`src/rtl/branch_resolver_pkg.sv`:
```
// Shared constants and types for the EX-stage branch resolver.
// Default widths and the redirect FSM state encoding.
package branch_resolver_pkg;

  localparam int DEF_WIDTH_PC  = 32;
  localparam int DEF_WIDTH_CNT = 32;

  typedef enum logic {
    BRS_IDLE     = 1'b0,
    BRS_REDIRECT = 1'b1
  } brs_state_t;

endpackage

```
`src/rtl/branch_resolver_if.sv`:
```
// EX-stage resolve bundle: EX inputs in, redirect/flush out.
// master = pipeline side, slave = branch_resolver.
interface branch_resolver_if #(
  parameter int WIDTH_PC = 32
);

  logic                ex_valid;
  logic                ex_is_branch;
  logic                ex_is_jal;
  logic                ex_is_jalr;
  logic [WIDTH_PC-1:0] ex_pc;
  logic [WIDTH_PC-1:0] ex_pred_pc;
  logic                ex_taken;
  logic [WIDTH_PC-1:0] ex_target;
  logic                stall;
  logic                redirect_valid;
  logic [WIDTH_PC-1:0] redirect_pc;
  logic                flush_if;
  logic                flush_id;
  logic                flush_ex;

  modport master (
    output ex_valid, ex_is_branch, ex_is_jal,
    output ex_is_jalr, ex_pc, ex_pred_pc,
    output ex_taken, ex_target, stall,
    input  redirect_valid, redirect_pc,
    input  flush_if, flush_id, flush_ex
  );

  modport slave (
    input  ex_valid, ex_is_branch, ex_is_jal,
    input  ex_is_jalr, ex_pc, ex_pred_pc,
    input  ex_taken, ex_target, stall,
    output redirect_valid, redirect_pc,
    output flush_if, flush_id, flush_ex
  );

endinterface

```
`src/rtl/branch_resolver_sat_counter.sv`:
```
// Saturating up-counter: +1 on inc, holds at all-ones.
// Ports: clk, rst_n (async low), inc, count.
module sat_counter #(
  parameter int W = 32
) (
  input  logic         clk,
  input  logic         rst_n,
  input  logic         inc,
  output logic [W-1:0] count
);

  always_ff @(posedge clk or negedge rst_n) begin
    if (!rst_n) begin
      count <= '0;
    end else if (inc && !(&count)) begin
      count <= count + W'(1);
    end
  end

endmodule

```
`src/rtl/branch_resolver.sv`:
```
// EX-stage branch resolver: checks predicted next PC, issues redirect+flush.
// Ports: clk, rst_n, bus (slave), cnt_branch, cnt_mispredict.
module branch_resolver
  import branch_resolver_pkg::*;
#(
  parameter int WIDTH_PC = DEF_WIDTH_PC,
  parameter int CNT_W    = DEF_WIDTH_CNT
) (
  input  logic             clk,
  input  logic             rst_n,
  branch_resolver_if.slave bus,
  output logic [CNT_W-1:0] cnt_branch,
  output logic [CNT_W-1:0] cnt_mispredict
);

  brs_state_t          state;
  logic                is_ctl;
  logic                res;
  logic                mis;
  logic [WIDTH_PC-1:0] seq_pc;
  logic [WIDTH_PC-1:0] actual;
  logic                rv_q;
  logic [WIDTH_PC-1:0] rpc_q;
  logic                flush_q;

  assign is_ctl = bus.ex_is_branch
                | bus.ex_is_jal
                | bus.ex_is_jalr;

  // Resolve only as the instruction leaves EX.
  assign res = bus.ex_valid & ~bus.stall
             & is_ctl & (state == BRS_IDLE);

  assign seq_pc = bus.ex_pc + WIDTH_PC'(4);

  always_comb begin
    actual = seq_pc;
    if (bus.ex_is_jal || bus.ex_is_jalr) begin
      actual = {bus.ex_target[WIDTH_PC-1:1], 1'b0};
    end else if (bus.ex_taken) begin
      actual = bus.ex_target;
    end
  end

  assign mis = res & (actual != bus.ex_pred_pc);

  always_ff @(posedge clk or negedge rst_n) begin
    if (!rst_n) begin
      state   <= BRS_IDLE;
      rv_q    <= 1'b0;
      rpc_q   <= '0;
      flush_q <= 1'b0;
    end else begin
      unique case (state)
        BRS_IDLE: begin
          if (mis) begin
            state   <= BRS_REDIRECT;
            rv_q    <= 1'b1;
            rpc_q   <= actual;
            flush_q <= 1'b1;
          end
        end
        BRS_REDIRECT: begin
          // EX is wrong-path here; only stall matters.
          if (!bus.stall) begin
            state   <= BRS_IDLE;
            rv_q    <= 1'b0;
            flush_q <= 1'b0;
          end
        end
      endcase
    end
  end

  assign bus.redirect_valid = rv_q;
  assign bus.redirect_pc    = rpc_q;
  assign bus.flush_if       = flush_q;
  assign bus.flush_id       = flush_q;
  assign bus.flush_ex       = flush_q;

  sat_counter #(.W(CNT_W)) u_cnt_branch (
    .clk   (clk),
    .rst_n (rst_n),
    .inc   (res),
    .count (cnt_branch)
  );

  sat_counter #(.W(CNT_W)) u_cnt_mis (
    .clk   (clk),
    .rst_n (rst_n),
    .inc   (mis),
    .count (cnt_mispredict)
  );

endmodule
```
`src/flat_wrapper.sv`:
```
// flat-port wrapper written by rule: the top's interface ports become plain ports
module branch_resolver_flat import branch_resolver_pkg::*;
#(
  parameter int WIDTH_PC = DEF_WIDTH_PC,
  parameter int CNT_W    = DEF_WIDTH_CNT
)
  (clk, rst_n, cnt_branch, cnt_mispredict, bus_ex_valid, bus_ex_is_branch, bus_ex_is_jal, bus_ex_is_jalr, bus_ex_pc, bus_ex_pred_pc, bus_ex_taken, bus_ex_target, bus_stall, bus_redirect_valid, bus_redirect_pc, bus_flush_if, bus_flush_id, bus_flush_ex);
  branch_resolver_if #(.WIDTH_PC(WIDTH_PC)) bus_i ();
  input  logic clk;
  input  logic rst_n;
  output logic [CNT_W-1:0] cnt_branch;
  output logic [CNT_W-1:0] cnt_mispredict;
  input wire logic [$bits(bus_i.ex_valid)-1:0] bus_ex_valid;
  input wire logic [$bits(bus_i.ex_is_branch)-1:0] bus_ex_is_branch;
  input wire logic [$bits(bus_i.ex_is_jal)-1:0] bus_ex_is_jal;
  input wire logic [$bits(bus_i.ex_is_jalr)-1:0] bus_ex_is_jalr;
  input wire logic [$bits(bus_i.ex_pc)-1:0] bus_ex_pc;
  input wire logic [$bits(bus_i.ex_pred_pc)-1:0] bus_ex_pred_pc;
  input wire logic [$bits(bus_i.ex_taken)-1:0] bus_ex_taken;
  input wire logic [$bits(bus_i.ex_target)-1:0] bus_ex_target;
  input wire logic [$bits(bus_i.stall)-1:0] bus_stall;
  output wire logic [$bits(bus_i.redirect_valid)-1:0] bus_redirect_valid;
  output wire logic [$bits(bus_i.redirect_pc)-1:0] bus_redirect_pc;
  output wire logic [$bits(bus_i.flush_if)-1:0] bus_flush_if;
  output wire logic [$bits(bus_i.flush_id)-1:0] bus_flush_id;
  output wire logic [$bits(bus_i.flush_ex)-1:0] bus_flush_ex;
  assign bus_i.ex_valid = bus_ex_valid;
  assign bus_i.ex_is_branch = bus_ex_is_branch;
  assign bus_i.ex_is_jal = bus_ex_is_jal;
  assign bus_i.ex_is_jalr = bus_ex_is_jalr;
  assign bus_i.ex_pc = bus_ex_pc;
  assign bus_i.ex_pred_pc = bus_ex_pred_pc;
  assign bus_i.ex_taken = bus_ex_taken;
  assign bus_i.ex_target = bus_ex_target;
  assign bus_i.stall = bus_stall;
  assign bus_redirect_valid = bus_i.redirect_valid;
  assign bus_redirect_pc = bus_i.redirect_pc;
  assign bus_flush_if = bus_i.flush_if;
  assign bus_flush_id = bus_i.flush_id;
  assign bus_flush_ex = bus_i.flush_ex;
  branch_resolver #(.WIDTH_PC(WIDTH_PC), .CNT_W(CNT_W)) u_core (.clk(clk), .rst_n(rst_n), .bus(bus_i), .cnt_branch(cnt_branch), .cnt_mispredict(cnt_mispredict));
endmodule
```
`config.mk`:
```
export PLATFORM = sky130hd
export DESIGN_NAME = branch_resolver_flat
export DESIGN_NICKNAME = d
export VERILOG_FILES = /design/src/rtl/branch_resolver_pkg.sv /design/src/rtl/branch_resolver_if.sv /design/src/rtl/branch_resolver_sat_counter.sv /design/src/rtl/branch_resolver.sv /design/src/flat_wrapper.sv
export SDC_FILE = /design/constraint.sdc
export NUM_CORES = 1
export LEC_CHECK = 0
export ABC_CLOCK_PERIOD_IN_PS = 2600
export CORE_MARGIN = 4
export CORE_UTILIZATION = 25
export CTS_BUF_LIST = sky130_fd_sc_hd__clkbuf_8 sky130_fd_sc_hd__clkbuf_16
export DETAILED_ROUTE_END_ITERATION = 8
export DONT_BUFFER_PORTS = 1
export GPL_TIMING_DRIVEN = 0
export PLACE_DENSITY_LB_ADDON = 0.2
export SYNTH_ARGS = -nofsm -noshare
export SYNTH_HDL_FRONTEND = slang
export SYNTH_SLANG_ARGS = --single-unit
```
`constraint.sdc`:
```
create_clock -name clk -period 2.6 [get_ports clk]
set_input_delay 0.65 -clock clk [delete_from_list [all_inputs] [get_ports clk]]
set_output_delay 0.65 -clock clk [all_outputs]
set_load 0.1 [all_outputs]
```
==> results.sh <==
export IMPL_outcome="complete, but fails checks"
export IMPL_failed_checks="hold timing, setup timing"
export IMPL_grt_max_degree=99
export IMPL_cts_htree_levels=3
export IMPL_yosysMostFrequentCell="dfrtp_1"
export IMPL_setup_tns_ps=-47300
export IMPL_antenna_found_initial=0
export IMPL_clkSlewWorstSetupHoldPaths_ps=80
export IMPL_io_buffers=0
export IMPL_synth_edf_count=0
export IMPL_tightest_slew_ps=1030
export IMPL_crit_buf_inv=7
export IMPL_synth_top_family_by_area="simple AND/OR/NAND/NOR gates"
export IMPL_cp_cell_sequence="clkbuf_16, and4_1, clkbuf_8, nand4_1, buf_4, or3_4, buf_4, a31oi_4, nor2b_4, or4b_4, nor4b_4, buf_6, buf_6, buf_4, nor4b_1, mux2_2"
export IMPL_grt_overflow=0
export IMPL_synthArstFlopShare_pct=100
export IMPL_ir_drop_uv=391
export IMPL_critPathCaptureType="flip-flop"
export IMPL_area_delta_synth_final_pct=26.0
export IMPL_die_h_um=171
export IMPL_layout_setup_ws_ps=-832
export IMPL_synth_compound_area_share_pct=9.49
export IMPL_io_pins=204
export IMPL_start_kind="input pin"
export IMPL_finClkSkew_ps=12.0
export IMPL_p_sw_mw=2.92
export IMPL_cp_slowest_cell="or3_4"
export IMPL_rows=59
export IMPL_synth_seq_cells=98
export IMPL_slew_headroom_pct=31.5
export IMPL_final_layout_size_suffix_gt1_share_pct=27.0
export IMPL_yosys_top_cells_count="98 x dfrtp_1, 72 x nand2_1, 58 x xor2_1"
export IMPL_fmax_mhz=291
export IMPL_via_count=5743
export IMPL_crit_fanout=7
export IMPL_path_class="in2reg"
export IMPL_min_period_over_period_pct=132
export IMPL_grt_pass1_wl_um=37500
export IMPL_cp_required_ps=2830
export IMPL_dp_hpwl_um=19800
export IMPL_leakage_nw=3.46
export IMPL_viasPerCell=5.17
export IMPL_hold_slack_ps=-12.2
export IMPL_coreArea_um2=26100
export IMPL_die_area_um2=29200
export IMPL_combPwrFrac_pct=15.2
export IMPL_yosys_area_top_type="dfrtp_1"
export IMPL_wl_um=25600
export IMPL_syn_cell_area_um2=6640
export IMPL_synthMuxAreaShare_pct=8.26
export IMPL_synth_xor_area_share_pct=15.0
export IMPL_pwr_share_seq_pct=61.5
export IMPL_yosys_warnings=0
export IMPL_r2r_start="u_core.u_cnt_mis.count[13]"
export IMPL_intPower_mw=2.89
export IMPL_cts_buffers=9
export IMPL_clkLatencyLatePin_ps=350
export IMPL_initial_utilization_pct=25.5
export IMPL_gp_congestion=0.850
export IMPL_syn_area_per_cell_um2=9.18
export IMPL_synth_cells=723
export IMPL_clock_power_share_pct=23.3
export IMPL_routedWlPerCell_um=23.0
export IMPL_switching_share_pct=50.2
export IMPL_synth_nets=830
export IMPL_drc=0
export IMPL_ys_flop_type="dfrtp_1"
export IMPL_drtAntennaViolNets=0
export IMPL_arrival_ps=3660
export IMPL_utilization_pct=32.1
export IMPL_dr_pass1_iters=4
export IMPL_final_net_count=877
export IMPL_drt_iter0_drc=321
export IMPL_die_x_um=171
export IMPL_rsz0062_at_grt="true"
export IMPL_crit_family="simple AND/OR/NAND/NOR gates"
export IMPL_cts_tree="done"
export IMPL_synth_fa_ha_area_share_pct=0.566
export IMPL_grt_pass1_vias=5712
export IMPL_drv_slew=0
export IMPL_max_cap_viol_count=0
export IMPL_synthTopCellsByArea="dfrtp_1 37%, xor2_1 7.7%, xnor2_1 7.0%"
export IMPL_period_needed_ps=3430
export IMPL_crit_path_start="bus_ex_pc[8]"
export IMPL_synth_top_area_share_pct=37.0
export IMPL_hp_class="in2async"
export IMPL_p_per_area_nw_per_um2=694
export IMPL_clockBufferDepth=2
export IMPL_yosys_area_share_simple_pct=25.7
export IMPL_antenna_cells=0
export IMPL_yosysSeqAreaShare_pct=37.0
export IMPL_clock_sinks=98
export IMPL_crit_top_cell="buf_4"
export IMPL_clock_root_buffer="clkbuf_16"
export IMPL_final_setup_viol_count=66
export IMPL_synth_cell_types=65
export IMPL_grt_use_total_pct=17.0
export IMPL_hold_violations=18
export IMPL_cp_slowest_stage_delay_ps=390
-- stage by stage --
step / std cells / power (mW) / hold WS (ps) / setup slack, ps / cell area [um^2]
2_1_floorplan: 723 / 4.11 / 354 / -1000 / 6760
3_3_place_gp: 1058 / 4.37 / 357 / -2670 / 7180
3_5_place_dp: 1058 / 4.37 / 357 / -2670 / 7180
4_1_cts: 1105 / 5.86 / -30.5 / -797 / 8210
5_1_grt: 1110 / 6.05 / -45.6 / -900 / 8360
6_report: 1110 / 5.80 / -12.2 / -832 / 8360
-- repair_timing --
item / 4_1_cts / 5_1_grt
pin swaps: 20 / 3
gates resized for setup: 110 / 32
buffers inserted: 29 / 5
hold endpoints to repair: 98 / 98
gates cloned: 5 / 0
setup endpoints to repair: 89 / 73
-- cell type report --
type,count,area (um^2)
Multi-Input combinational cell,567,4230
Clock inverter,6,62.6
Clock buffer,10,239
Tap cell,335,419
Timing Repair Buffer,39,439
Buffer,33,335
Inverter,22,82.6
Sequential cell,98,2550
Fill cell,2754,17700
-- flip-flops by register name, indices dropped and copies added, names as in the netlist --
register and cells:
u_core.bus.redirect_pc 32, u_core.state 1, u_core.u_cnt_branch.count 32, u_core.bus.redirect_valid 1, u_core.u_cnt_mis.count 32
-- power by group through the flow --
stage	Clock, mW	Sequential [mW]	Combinational (mW)
6_report	1.35	3.57	0.881
5_1_grt	1.48	3.62	0.946
4_1_cts	1.41	3.59	0.862
3_5_place_dp	0	3.59	0.778
3_3_place_gp	0	3.59	0.776
2_1_floorplan	0	3.45	0.653
-- final timing paths --
| check | endpoint | slack (ps) | depth (start not counted) |
|---|---|---|---|
| worst max-delay path | u_core.u_cnt_mis.count[23] | -830 | 16 |
| worst min-delay path | u_core.u_cnt_mis.count[5] | -10 | 0 |
| worst max register to register | u_core.u_cnt_mis.count[1] | -540 | 7 |
| worst min register to register | u_core.state | 500 | 1 |
| max in group asynchronous | u_core.u_cnt_branch.count[9] | 2440 | 0 |
| min in group clk | u_core.state | 430 | 1 |
-- placed cells by master (no fill, tap or decap), types with 11 or more instances in the layout --
cell	n
nand2_1	70
xor2_1	58
dfrtp_1	55
xnor2_1	52
nor2_1	38
nand3_1	35
nand4_1	33
o21ai_0	32
buf_4	31
mux2_4	29
nor3_1	28
dfrtp_2	25
inv_1	22
and3_1	19
dfrtp_4	18
a21oi_1	13
clkbuf_16	12
and4_1	11
-- layer usage --
metal | vias to the layer above | global-route usage (%) | wire, um
li1 | 2702 | - | -
met1 | 2841 | 22.1 | 11000
met2 | 173 | 27.0 | 11800
met3 | 27 | 6.56 | 2270
met4 | 0 | 4.06 | 492
met5 | - | 0 | 0
-- logic make-up after synthesis --
kind of cell / after synthesis
simple gates: 316
buf+inv: 58
compound gates: 96
mux: 40
flops: 98
fa+ha+maj: 3
xor+xnor: 112
Note: power is estimated with default switching activity, not from simulation.
